<file path="src/rtl/mem_arb_pkg.sv">
// Shared types and defaults for the 2:1 AXI4 read-channel arbiter.
package mem_arb_pkg;

    localparam int ADDR_W_DEF          = 36;
    localparam int DATA_W_DEF          = 256;
    localparam int MAX_OUTSTANDING_DEF = 8;

    // Requester identifier; one bit is enough for two requesters.
    typedef logic req_id_t;

    localparam req_id_t REQ0 = 1'b0;
    localparam req_id_t REQ1 = 1'b1;

    // AR arbitration states: IDLE picks a winner, LOCKED holds it until accepted.
    typedef enum logic {
        ARB_IDLE   = 1'b0,
        ARB_LOCKED = 1'b1
    } arb_state_e;

    // AR payload as seen on every read-address port of this block.
    typedef struct packed {
        logic [ADDR_W_DEF-1:0] addr;
        logic [7:0]            len;
        logic [2:0]            size;
        logic [1:0]            burst;
    } ar_payload_t;

    // R payload as seen on every read-data port of this block.
    typedef struct packed {
        logic [DATA_W_DEF-1:0] data;
        logic [1:0]            resp;
        logic                  last;
    } r_payload_t;

    // Round-robin pick: a lone requester wins outright, a tie goes to the
    // requester the priority pointer names.
    function automatic req_id_t rr_pick(input logic v0, input logic v1, input req_id_t prio);
        req_id_t win;
        if (v0 && v1) begin
            win = prio;
        end else if (v1) begin
            win = REQ1;
        end else begin
            win = REQ0;
        end
        return win;
    endfunction

endpackage

</file>
<file path="src/rtl/rd_order_fifo.sv">
// In-order ownership FIFO: remembers which requester issued each accepted
// read burst so returning R beats can be routed back in the same order.
module rd_order_fifo
    import mem_arb_pkg::*;
#(
    parameter int DEPTH = MAX_OUTSTANDING_DEF
) (
    input  logic    aclk,
    input  logic    areset,
    input  logic    push,
    input  logic    pop,
    input  req_id_t din,
    output req_id_t dout,
    output logic    full,
    output logic    empty
);

    localparam int PTR_W = $clog2(DEPTH);
    localparam int CNT_W = PTR_W + 1;

    logic [DEPTH-1:0] mem_q, mem_d;
    logic [PTR_W-1:0] rd_ptr_q, rd_ptr_d;
    logic [PTR_W-1:0] wr_ptr_q, wr_ptr_d;
    logic [CNT_W-1:0] count_q, count_d;
    logic             push_ok;
    logic             pop_ok;

    assign full  = (count_q == CNT_W'(DEPTH));
    assign empty = (count_q == '0);
    assign dout  = mem_q[rd_ptr_q];

    // A pop frees the head slot in the same cycle, so a push alongside it is
    // accepted even when the FIFO is full.
    assign pop_ok  = pop & ~empty;
    assign push_ok = push & (~full | pop_ok);

    // Next-state for storage, pointers and occupancy; pointers wrap naturally
    // because DEPTH is a power of two.
    always_comb begin
        mem_d    = mem_q;
        rd_ptr_d = rd_ptr_q;
        wr_ptr_d = wr_ptr_q;
        count_d  = count_q;
        if (push_ok) begin
            mem_d[wr_ptr_q] = din;
            wr_ptr_d        = wr_ptr_q + PTR_W'(1);
        end
        if (pop_ok) begin
            rd_ptr_d = rd_ptr_q + PTR_W'(1);
        end
        case ({push_ok, pop_ok})
            2'b10:   count_d = count_q + CNT_W'(1);
            2'b01:   count_d = count_q - CNT_W'(1);
            default: count_d = count_q;
        endcase
    end

    // FIFO state registers; reset empties the FIFO immediately.
    always_ff @(posedge aclk or posedge areset) begin
        if (areset) begin
            mem_q    <= '0;
            rd_ptr_q <= '0;
            wr_ptr_q <= '0;
            count_q  <= '0;
        end else begin
            mem_q    <= mem_d;
            rd_ptr_q <= rd_ptr_d;
            wr_ptr_q <= wr_ptr_d;
            count_q  <= count_d;
        end
    end

endmodule

</file>
<file path="src/rtl/mem_rd_arbiter.sv">
// 2:1 AXI4 read-channel arbiter: two requesters share one ID-less memory
// read port. AR is granted round-robin with a registered grant; R bursts are
// routed back in order using the ownership FIFO.
module mem_rd_arbiter
    import mem_arb_pkg::*;
#(
    parameter int ADDR_W          = ADDR_W_DEF,
    parameter int DATA_W          = DATA_W_DEF,
    parameter int MAX_OUTSTANDING = MAX_OUTSTANDING_DEF
) (
    input  logic              aclk,
    input  logic              areset,

    input  logic              s0_arvalid,
    output logic              s0_arready,
    input  logic [ADDR_W-1:0] s0_araddr,
    input  logic [7:0]        s0_arlen,
    input  logic [2:0]        s0_arsize,
    input  logic [1:0]        s0_arburst,
    output logic              s0_rvalid,
    input  logic              s0_rready,
    output logic [DATA_W-1:0] s0_rdata,
    output logic [1:0]        s0_rresp,
    output logic              s0_rlast,

    input  logic              s1_arvalid,
    output logic              s1_arready,
    input  logic [ADDR_W-1:0] s1_araddr,
    input  logic [7:0]        s1_arlen,
    input  logic [2:0]        s1_arsize,
    input  logic [1:0]        s1_arburst,
    output logic              s1_rvalid,
    input  logic              s1_rready,
    output logic [DATA_W-1:0] s1_rdata,
    output logic [1:0]        s1_rresp,
    output logic              s1_rlast,

    output logic              m_arvalid,
    input  logic              m_arready,
    output logic [ADDR_W-1:0] m_araddr,
    output logic [7:0]        m_arlen,
    output logic [2:0]        m_arsize,
    output logic [1:0]        m_arburst,
    input  logic              m_rvalid,
    output logic              m_rready,
    input  logic [DATA_W-1:0] m_rdata,
    input  logic [1:0]        m_rresp,
    input  logic              m_rlast
);

    arb_state_e  state_q, state_d;
    req_id_t     winner_q, winner_d;
    req_id_t     prio_q, prio_d;

    ar_payload_t s0_ar, s1_ar, win_ar;
    r_payload_t  m_r, s0_r, s1_r;

    logic        fifo_push;
    logic        fifo_pop;
    logic        fifo_full;
    logic        fifo_empty;
    req_id_t     head_id;

    assign s0_ar = '{addr: s0_araddr, len: s0_arlen, size: s0_arsize, burst: s0_arburst};
    assign s1_ar = '{addr: s1_araddr, len: s1_arlen, size: s1_arsize, burst: s1_arburst};
    assign m_r   = '{data: m_rdata, resp: m_rresp, last: m_rlast};

    assign m_araddr  = win_ar.addr;
    assign m_arlen   = win_ar.len;
    assign m_arsize  = win_ar.size;
    assign m_arburst = win_ar.burst;

    assign s0_rdata = s0_r.data;
    assign s0_rresp = s0_r.resp;
    assign s0_rlast = s0_r.last;
    assign s1_rdata = s1_r.data;
    assign s1_rresp = s1_r.resp;
    assign s1_rlast = s1_r.last;

    // AR arbitration next-state and outputs. The grant is only taken while the
    // FIFO has room, and once LOCKED the winner is held so the memory AR
    // channel stays stable until accepted.
    always_comb begin
        state_d    = state_q;
        winner_d   = winner_q;
        prio_d     = prio_q;
        m_arvalid  = 1'b0;
        s0_arready = 1'b0;
        s1_arready = 1'b0;
        fifo_push  = 1'b0;
        win_ar     = '0;
        case (state_q)
            ARB_IDLE: begin
                if ((s0_arvalid || s1_arvalid) && !fifo_full) begin
                    winner_d = rr_pick(s0_arvalid, s1_arvalid, prio_q);
                    state_d  = ARB_LOCKED;
                end
            end
            ARB_LOCKED: begin
                m_arvalid = 1'b1;
                if (winner_q == REQ1) begin
                    win_ar     = s1_ar;
                    s1_arready = m_arready;
                end else begin
                    win_ar     = s0_ar;
                    s0_arready = m_arready;
                end
                if (m_arready) begin
                    fifo_push = 1'b1;
                    prio_d    = ~winner_q;
                    state_d   = ARB_IDLE;
                end
            end
            default: begin
                state_d = ARB_IDLE;
            end
        endcase
    end

    // Arbitration registers; after reset requester 0 holds priority.
    always_ff @(posedge aclk or posedge areset) begin
        if (areset) begin
            state_q  <= ARB_IDLE;
            winner_q <= REQ0;
            prio_q   <= REQ0;
        end else begin
            state_q  <= state_d;
            winner_q <= winner_d;
            prio_q   <= prio_d;
        end
    end

    // R routing: the FIFO head owns the R channel. With no owner the memory
    // sees rready low, so a stray beat stalls instead of being misrouted.
    always_comb begin
        s0_rvalid = 1'b0;
        s1_rvalid = 1'b0;
        s0_r      = '0;
        s1_r      = '0;
        m_rready  = 1'b0;
        if (!fifo_empty) begin
            if (head_id == REQ1) begin
                s1_rvalid = m_rvalid;
                s1_r      = m_r;
                m_rready  = s1_rready;
            end else begin
                s0_rvalid = m_rvalid;
                s0_r      = m_r;
                m_rready  = s0_rready;
            end
        end
    end

    // Ownership moves on only at the end of a burst, so bursts never interleave.
    assign fifo_pop = m_rvalid & m_rready & m_rlast;

    rd_order_fifo #(
        .DEPTH (MAX_OUTSTANDING)
    ) u_order_fifo (
        .aclk   (aclk),
        .areset (areset),
        .push   (fifo_push),
        .pop    (fifo_pop),
        .din    (winner_q),
        .dout   (head_id),
        .full   (fifo_full),
        .empty  (fifo_empty)
    );

endmodule

</file>
<file path="config.mk">
export PLATFORM = sky130hd
export DESIGN_NAME = mem_rd_arbiter
export DESIGN_NICKNAME = d
export VERILOG_FILES = /design/src/rtl/mem_arb_pkg.sv /design/src/rtl/rd_order_fifo.sv /design/src/rtl/mem_rd_arbiter.sv
export SDC_FILE = /design/constraint.sdc
export NUM_CORES = 1
export LEC_CHECK = 0
export BUFFER_PORTS_ARGS = -buffer_cell sky130_fd_sc_hd__buf_4
export CORE_AREA = 2 2 360 362
export DETAILED_ROUTE_END_ITERATION = 8
export DIE_AREA = 0 0 362 364
export GPL_ROUTABILITY_DRIVEN = 0
export PLACE_DENSITY_LB_ADDON = 0.25
export SETUP_SLACK_MARGIN = 0.15
export SYNTH_ARGS = -nofsm -noshare
export SYNTH_HDL_FRONTEND = slang
export SYNTH_HIERARCHICAL = 1
export SYNTH_SLANG_ARGS = --single-unit
</file>
<file path="constraint.sdc">
create_clock -name aclk -period 3.4 [get_ports aclk]
set_input_delay 0.68 -clock aclk [delete_from_list [all_inputs] [get_ports aclk]]
set_output_delay 0.68 -clock aclk [all_outputs]
set_load 0.01 [all_outputs]
</file>
==> flow_summary_export.csv, run 1 <==
group,metric,value,unit
power_and_ir_drop,p_comb_share,96.2,%
setup_path,critical_path.startpoint_type,"flip-flop",
global_routing,grt_remaining_overflow,0,
drt,drt_iter0_markers,299,
floorplanning,start_util,4.37,%
floorplanning,coreArea,128000,um^2
power_and_ir_drop,p_int,9250,uW
floorplanning,ioPinCount,938,
placement,dp_hpwl,77700,um
drt,vias_per_cell,2.76,
sta,drv_slew,0,
drt,wl_per_cell,25.4,um
sta,min_period_over_period,94.5,%
power_and_ir_drop,powerDensity,1310,nW/um^2
power_and_ir_drop,clock_power_share,1.3,%
power_and_ir_drop,p_sw,10400,uW
layout,final_common_cell,"buf_4",
sta,period_needed,3.21,ns
sta,hold_viol_final,0,
setup_path,worstSetupEndpointType,"flip-flop",
power_and_ir_drop,peakVddDrop,0.000545,V
sta,clock-skew-final,0.00590,ns
setup_path,worstSetupPathType,"reg2reg",
layout,fin_util,11.6,%
yosys,synth.area.top_cells,"and2_1, mux2i_1, dfrtp_1, nor2b_1, clkbuf_2",
global_routing,grt_pass1_vias,8877,
drt,ant_nets,0,
layout,drive_gt1_share,58.4,%
clock_tree,cts_num_sinks,21,
global_routing,grt_max_degree,92,
clock_tree,cts_tree,"yes",
yosys,synth.top_cell.area_share,58.0,%
clock_tree,clk_pin_slew_worst_paths,0.06,ns
clock_tree,cts_root_buffer,"clkbuf_16",
yosys,yosys_register_bits,21,
sta,setup-tns-final,0,ns
clock_tree,holdBufCountCts,0,
yosys,synth_cells,798,
layout,mostFrequentLayoutCells,"buf_4, and2_1, mux2i_1",
setup_path,crit_required,3.53,ns
global_routing,track_usage,12.0,%
layout,final_nets,2065,
sta,max_slew_margin,49.0,%
sta,hold_slack,0.310,ns
placement,io_buffers,937,
setup_path,cp.arrival,3.35,ns
yosys,avgSynthCellArea,7.03,um^2
sta,worst_slew_pin_slew,0.765,ns
sta,setup_violations,0,
layout,area_growth,166,%
global_routing,antenna_found_initial,39,
yosys,yosysTopAreaCell,"and2_1",
setup_path,critPathMaxFanout,4,
floorplanning,dieArea,132000,um^2
yosys,synth_warnings,6,
power_and_ir_drop,power_leakage,0.00733,uW
yosys,synthesis.area,5610,um^2
power_and_ir_drop,switching_share,52.9,%
clock_tree,htreeDepth,1,
status,outcome,"finished clean",
drt,first_pass_iters,5,
global_routing,grt_pass1_wl,102000,um
yosys,yosysSeqAreaShare,9.37,%
sta,rsz0062_at_grt,"true",
yosys,syn_nets,1168,
floorplanning,fp.dieW,362,um
power_and_ir_drop,pwr-share-seq,2.6,%
drt,wl,85700,um
yosys,synth_cell_type_count,42,
job,drv_cap,0,
floorplanning,row_count,132,
floorplanning,fp.dieH,364,um
clock_tree,numCtsBuffers,3,
clock_tree,insertion_delay,0.25,ns
drt,vias,9317,
sta,fmax,311,MHz
worst_hold_path,hold_class,"in2async",
clock_tree,clk_path_buf_depth,2,
drt,drc_errors,0,
[worst paths after layout]
path | end | start | slack (ns) | depth (start not counted)
worst min-delay path | state_q | areset | 0.31 | 2
worst min register to register | u_order_fifo/mem_q[2] | u_order_fifo/mem_q[2] | 0.49 | 1
min in group aclk | u_order_fifo/mem_q[2] | u_order_fifo/mem_q[2] | 0.49 | 1
worst max-delay path | u_order_fifo/count_q[3] | u_order_fifo/rd_ptr_q[0] | 0.19 | 12
max in group asynchronous | u_order_fifo/rd_ptr_q[0] | areset | 2.29 | 2
worst max register to register | u_order_fifo/count_q[3] | u_order_fifo/rd_ptr_q[0] | 0.19 | 12
[synthesized netlist by cell type]
master / instances
and2_1: 520
mux2i_1: 54
nor2b_1: 51
clkbuf_2: 40
clkbuf_1: 21
dfrtp_1: 21
inv_1: 8
buf_2: 7
mux2_1: 6
mux2_2: 6
nor2_1: 6
nand2_1: 5
xnor2_1: 5
ha_1: 4
nand3_1: 4
buf_4: 3
buf_6: 3
nor3_1: 3
mux4_2: 2
nand4_1: 2
nand4b_1: 2
nor4b_1: 2
or2_2: 2
or3_1: 2
xor2_1: 2
a211o_1: 1
a211oi_1: 1
a21o_1: 1
a21oi_1: 1
a2bb2oi_1: 1
a31oi_1: 1
and3_1: 1
and3b_1: 1
fa_1: 1
nand2_2: 1
nand2b_1: 1
nor2_2: 1
nor3b_1: 1
o21ai_1: 1
o21bai_1: 1
o22ai_1: 1
or2_1: 1
[power groups by stage]
stage	Combinational, uW	Sequential, uW	Clock [uW]
finish	18900	502	250
global placement	18700	508	0
CTS	19200	506	260
global route	20200	528	274
floorplan	7720	453	0
detailed placement	18600	508	0
[registers in the layout, indices dropped and copies added (netlist names)]
name / cells
u_order_fifo/rd_ptr_q: 3
winner_q: 1
prio_q: 1
state_q: 1
u_order_fifo/mem_q: 8
u_order_fifo/wr_ptr_q: 3
u_order_fifo/count_q: 4
[critical path, stage by stage, from the launching register on]
cell and delay (ns):
dfrtp_2 0.41, mux4_2 0.51, mux2_4 0.32, mux2i_2 0.18, nor3_4 0.15, o21ai_2 0.08
or2_4 0.24, inv_1 0.08, ha_1 0.23, a211o_1 0.29, a21oi_2 0.15, mux2i_1 0.08
or3_1 0.36
[per-stage QoR]
step | instance area, um^2 | setup slack, ns | power (uW) | cells
floorplan | 5640 | 0.181 | 8180 | 798
global route | 14900 | 0.0109 | 21000 | 3372
global placement | 14700 | 0.0812 | 19200 | 3356
CTS | 14800 | 0.129 | 19900 | 3364
finish | 14900 | 0.187 | 19600 | 3378
detailed placement | 14700 | 0.0871 | 19100 | 3356
[per-layer routing]
| layer | GRT usage (%) | part of all wire [%] | vias to the layer above |
|---|---|---|---|
| met4 | 2.20 | 2.0 | 34 |
| met2 | 21.9 | 51 | 553 |
| met5 | 0 | 0.25 | - |
| met1 | 13.5 | 38 | 4400 |
| li1 | - | - | 4251 |
| met3 | 4.18 | 8.9 | 79 |
[what timing repair did]
| item | 4_1_cts | 5_1_grt |
|---|---|---|
| pin swaps | 1 | 1 |
| cloned | 2 | 3 |
| resized for setup | 4 | 3 |
| endpoints found under the setup margin | 190 | 113 |
| setup buffers | 2 | 2 |
[cells by family after synthesis]
family / count (synthesis) / share of synthesized area (%)
xor gates and xnor gates: 7 / 1.09
AOI/OAI and AO/OA: 9 / 1.12
adders and majority gates: 5 / 1.25
muxes: 68 / 12.8
and+or+nand+nor: 606 / 67.2
DFF: 21 / 9.37
buffers and inverters: 82 / 7.14
[cell type report]
class	count	area (um^2)
repair buffers	966	7460
diodes	9	22.5
multi-input cells	695	4730
flip-flops and latches	21	528
well taps	1675	2100
inverters	8	30.0
clock buffers	4	78.8
fillers	15000	113000
Power figures use the tool's default switching activity.
==> run 2: changes to the inputs <==
- CELL_PAD_IN_SITES_DETAIL_PLACEMENT: not set -> 0
- CELL_PAD_IN_SITES_GLOBAL_PLACEMENT: not set -> 2
- CORE_AREA: 2 2 360 362 -> 2 2 362 364
- DIE_AREA: 0 0 362 364 -> 0 0 364 366
- RECOVER_POWER: not set -> 100
==> run 2 against run 1 <==
  * Sequential share of layout area up 0.21 points
  * Total power down 14%
  * Cell count rose by 2.3%
  * Combinational power decreased by 15%
  * Critical endpoint is now s0_rdata[134]
==> flow_summary_export.csv, run 2 (synthesis gave the netlist of run 1 again) <==
group,metric,value,unit
status,outcome,"finished clean",
job,drv_cap,0,
layout,area_growth,151,%
power_and_ir_drop,powerDensity,1200,nW/um^2
layout,largest_register_ffs,8,
drt,vias,9332,
setup_path,critPathMostFrequentCell,"buf_12",
setup_path,r2r-start,"u_order_fifo/rd_ptr_q[0]",
layout,top_register,"u_order_fifo/mem_q",
setup_path,cp_slowest_cell,"mux4_2",
power_and_ir_drop,peakVddDrop,0.000571,V
global_routing,grt_pass1_vias,9430,
power_and_ir_drop,power_leakage,0.00618,uW
floorplanning,fp.dieW,364,um
setup_path,r2r_cells,12,
setup_path,cp.arrival,2.62,ns
setup_path,worstSetupPathType,"reg2out",
setup_path,ff2ff_setup_slack,0.15,ns
placement,dp_cells,3421,
drt,drc_errors,0,
floorplanning,dieArea,133000,um^2
layout,reg_top3,"u_order_fifo/mem_q (8), u_order_fifo/count_q (4)",
sta,clock-skew-final,0.00322,ns
setup_path,worstSetupEndpointType,"output port",
sta,fmax,303,MHz
floorplanning,fp.dieH,366,um
global_routing,antenna_found_initial,67,
sta,rsz0062_at_grt,"true",
layout,stdcell_count,3456,
sta,drv_slew,0,
sta,max_slew_margin,29.6,%
drt,first_pass_iters,5,
clock_tree,htreeDepth,1,
global_routing,grt_pass1_wl,99600,um
floorplanning,ioPinCount,938,
drt,wl,80500,um
drt,vias_per_cell,2.70,
sta,min_period_over_period,96.9,%
drt,drt_iter0_markers,364,
setup_path,critPathMaxFanout,76,
floorplanning,row_count,132,
setup_path,cp_slowest_stage_delay,0.52,ns
clock_tree,cts_tree,"yes",
worst_hold_path,hold_class,"in2async",
setup_path,critical_path.startpoint_type,"flip-flop",
layout,final_nets,2060,
drt,wl_per_cell,23.3,um
placement,dp_hpwl,73000,um
clock_tree,clk_pin_slew_worst_paths,0.06,ns
sta,setup_violations,0,
clock_tree,clk_path_buf_depth,2,
global_routing,grt_max_degree,126,
layout,drive_gt1_share,45.9,%
clock_tree,cts_num_sinks,21,
global_routing,grt_remaining_overflow,0,
floorplanning,start_util,4.35,%
clock_tree,cts_root_buffer,"clkbuf_16",
setup_path,crit_required,2.72,ns
floorplanning,coreArea,129000,um^2
sta,worst_slew_pin_slew,1.06,ns
setup_path,crit_chain,"mux4_2 -> mux2_4 -> nor2_4 -> buf_12 -> buf_12 -> buf_12 -> and2_0 -> buf_4",
layout,mostFrequentLayoutCells,"buf_4, and2_0, clkbuf_1",
sta,setup-tns-final,0,ns
clock_tree,insertion_delay,0.25,ns
clock_tree,numCtsBuffers,3,
placement,io_buffers,937,
drt,ant_nets,0,
layout,final_common_cell,"buf_4",
setup_path,r2r_end,"u_order_fifo/count_q[3]",
sta,hold_viol_final,0,
global_routing,track_usage,11.3,%
sta,period_needed,3.30,ns
[run 2: worst max-delay path by stage]
stage | from | endpoint | slack, ns | cells after the start
after floorplan | u_order_fifo/rd_ptr_q[0] | u_order_fifo/count_q[3] | 0.18 | 12
after global placement | u_order_fifo/rd_ptr_q[0] | u_order_fifo/count_q[3] | 0.05 | 12
after detailed placement | u_order_fifo/rd_ptr_q[0] | u_order_fifo/count_q[3] | 0.13 | 12
after CTS | u_order_fifo/rd_ptr_q[0] | s0_rdata[134] | 0.12 | 8
after global routing | u_order_fifo/rd_ptr_q[0] | s0_rdata[199] | 0.02 | 7
final | u_order_fifo/rd_ptr_q[0] | s0_rdata[134] | 0.10 | 8
[run 2: what timing repair did]
action / in CTS / in global routing
buffers inserted: 4 / 1
pin swaps: 2 / 1
endpoints found under the hold margin: 0 / 0
setup endpoints to repair: 93 / 189
hold buffers: 0 / 0
gates resized for setup: 4 / 5
gates cloned: 1 / 0
[run 2: area by class of cell]
type | instances | area, um^2
fillers | 15300 | 115000
repair buffers | 961 | 6470
multi-input cells | 695 | 4730
well taps | 1742 | 2180
flip-flops and latches | 21 | 527
clock buffers | 3 | 75.1
diodes | 25 | 62.6
inverters | 8 | 30.0
clock inverters | 1 | 5.00
[run 2: where the power goes]
part,switching (uW),total [uW],internal [uW]
Sequential,221,594,374
Combinational,9250,16100,6840
Clock,91.6,250,158
Total,9560,16900,7370
[run 2: critical path: cells and delay by family (launching register included)]
family / cells / cell delay [ns]
buf+inv: 4 / 0.69
mux: 2 / 0.83
simple gates: 2 / 0.39
flops: 1 / 0.41
[run 2: per-layer routing]
metal,vias up,global-route usage [%],share of wire [%]
met5,-,0,0.075
met4,8,1.57,1.3
met3,46,3.17,9.5
met2,654,20.0,49
met1,4361,13.7,40
li1,4263,-,-
[run 2: through the flow]
stage          utilization (%)  total power [uW]  hold slack (ns)  cell area [um^2]  worst slack, ns
3_5_place_dp              11.4             18200            0.480             14700            0.134
6_report                  10.9             16900            0.301             14100            0.104
4_1_cts                   11.5             18900            0.304             14900            0.116
5_1_grt                   10.9             18200            0.328             14000           0.0177
2_1_floorplan                -              8180            0.434              5640            0.181
3_3_place_gp              11.4             18300            0.461             14700           0.0483
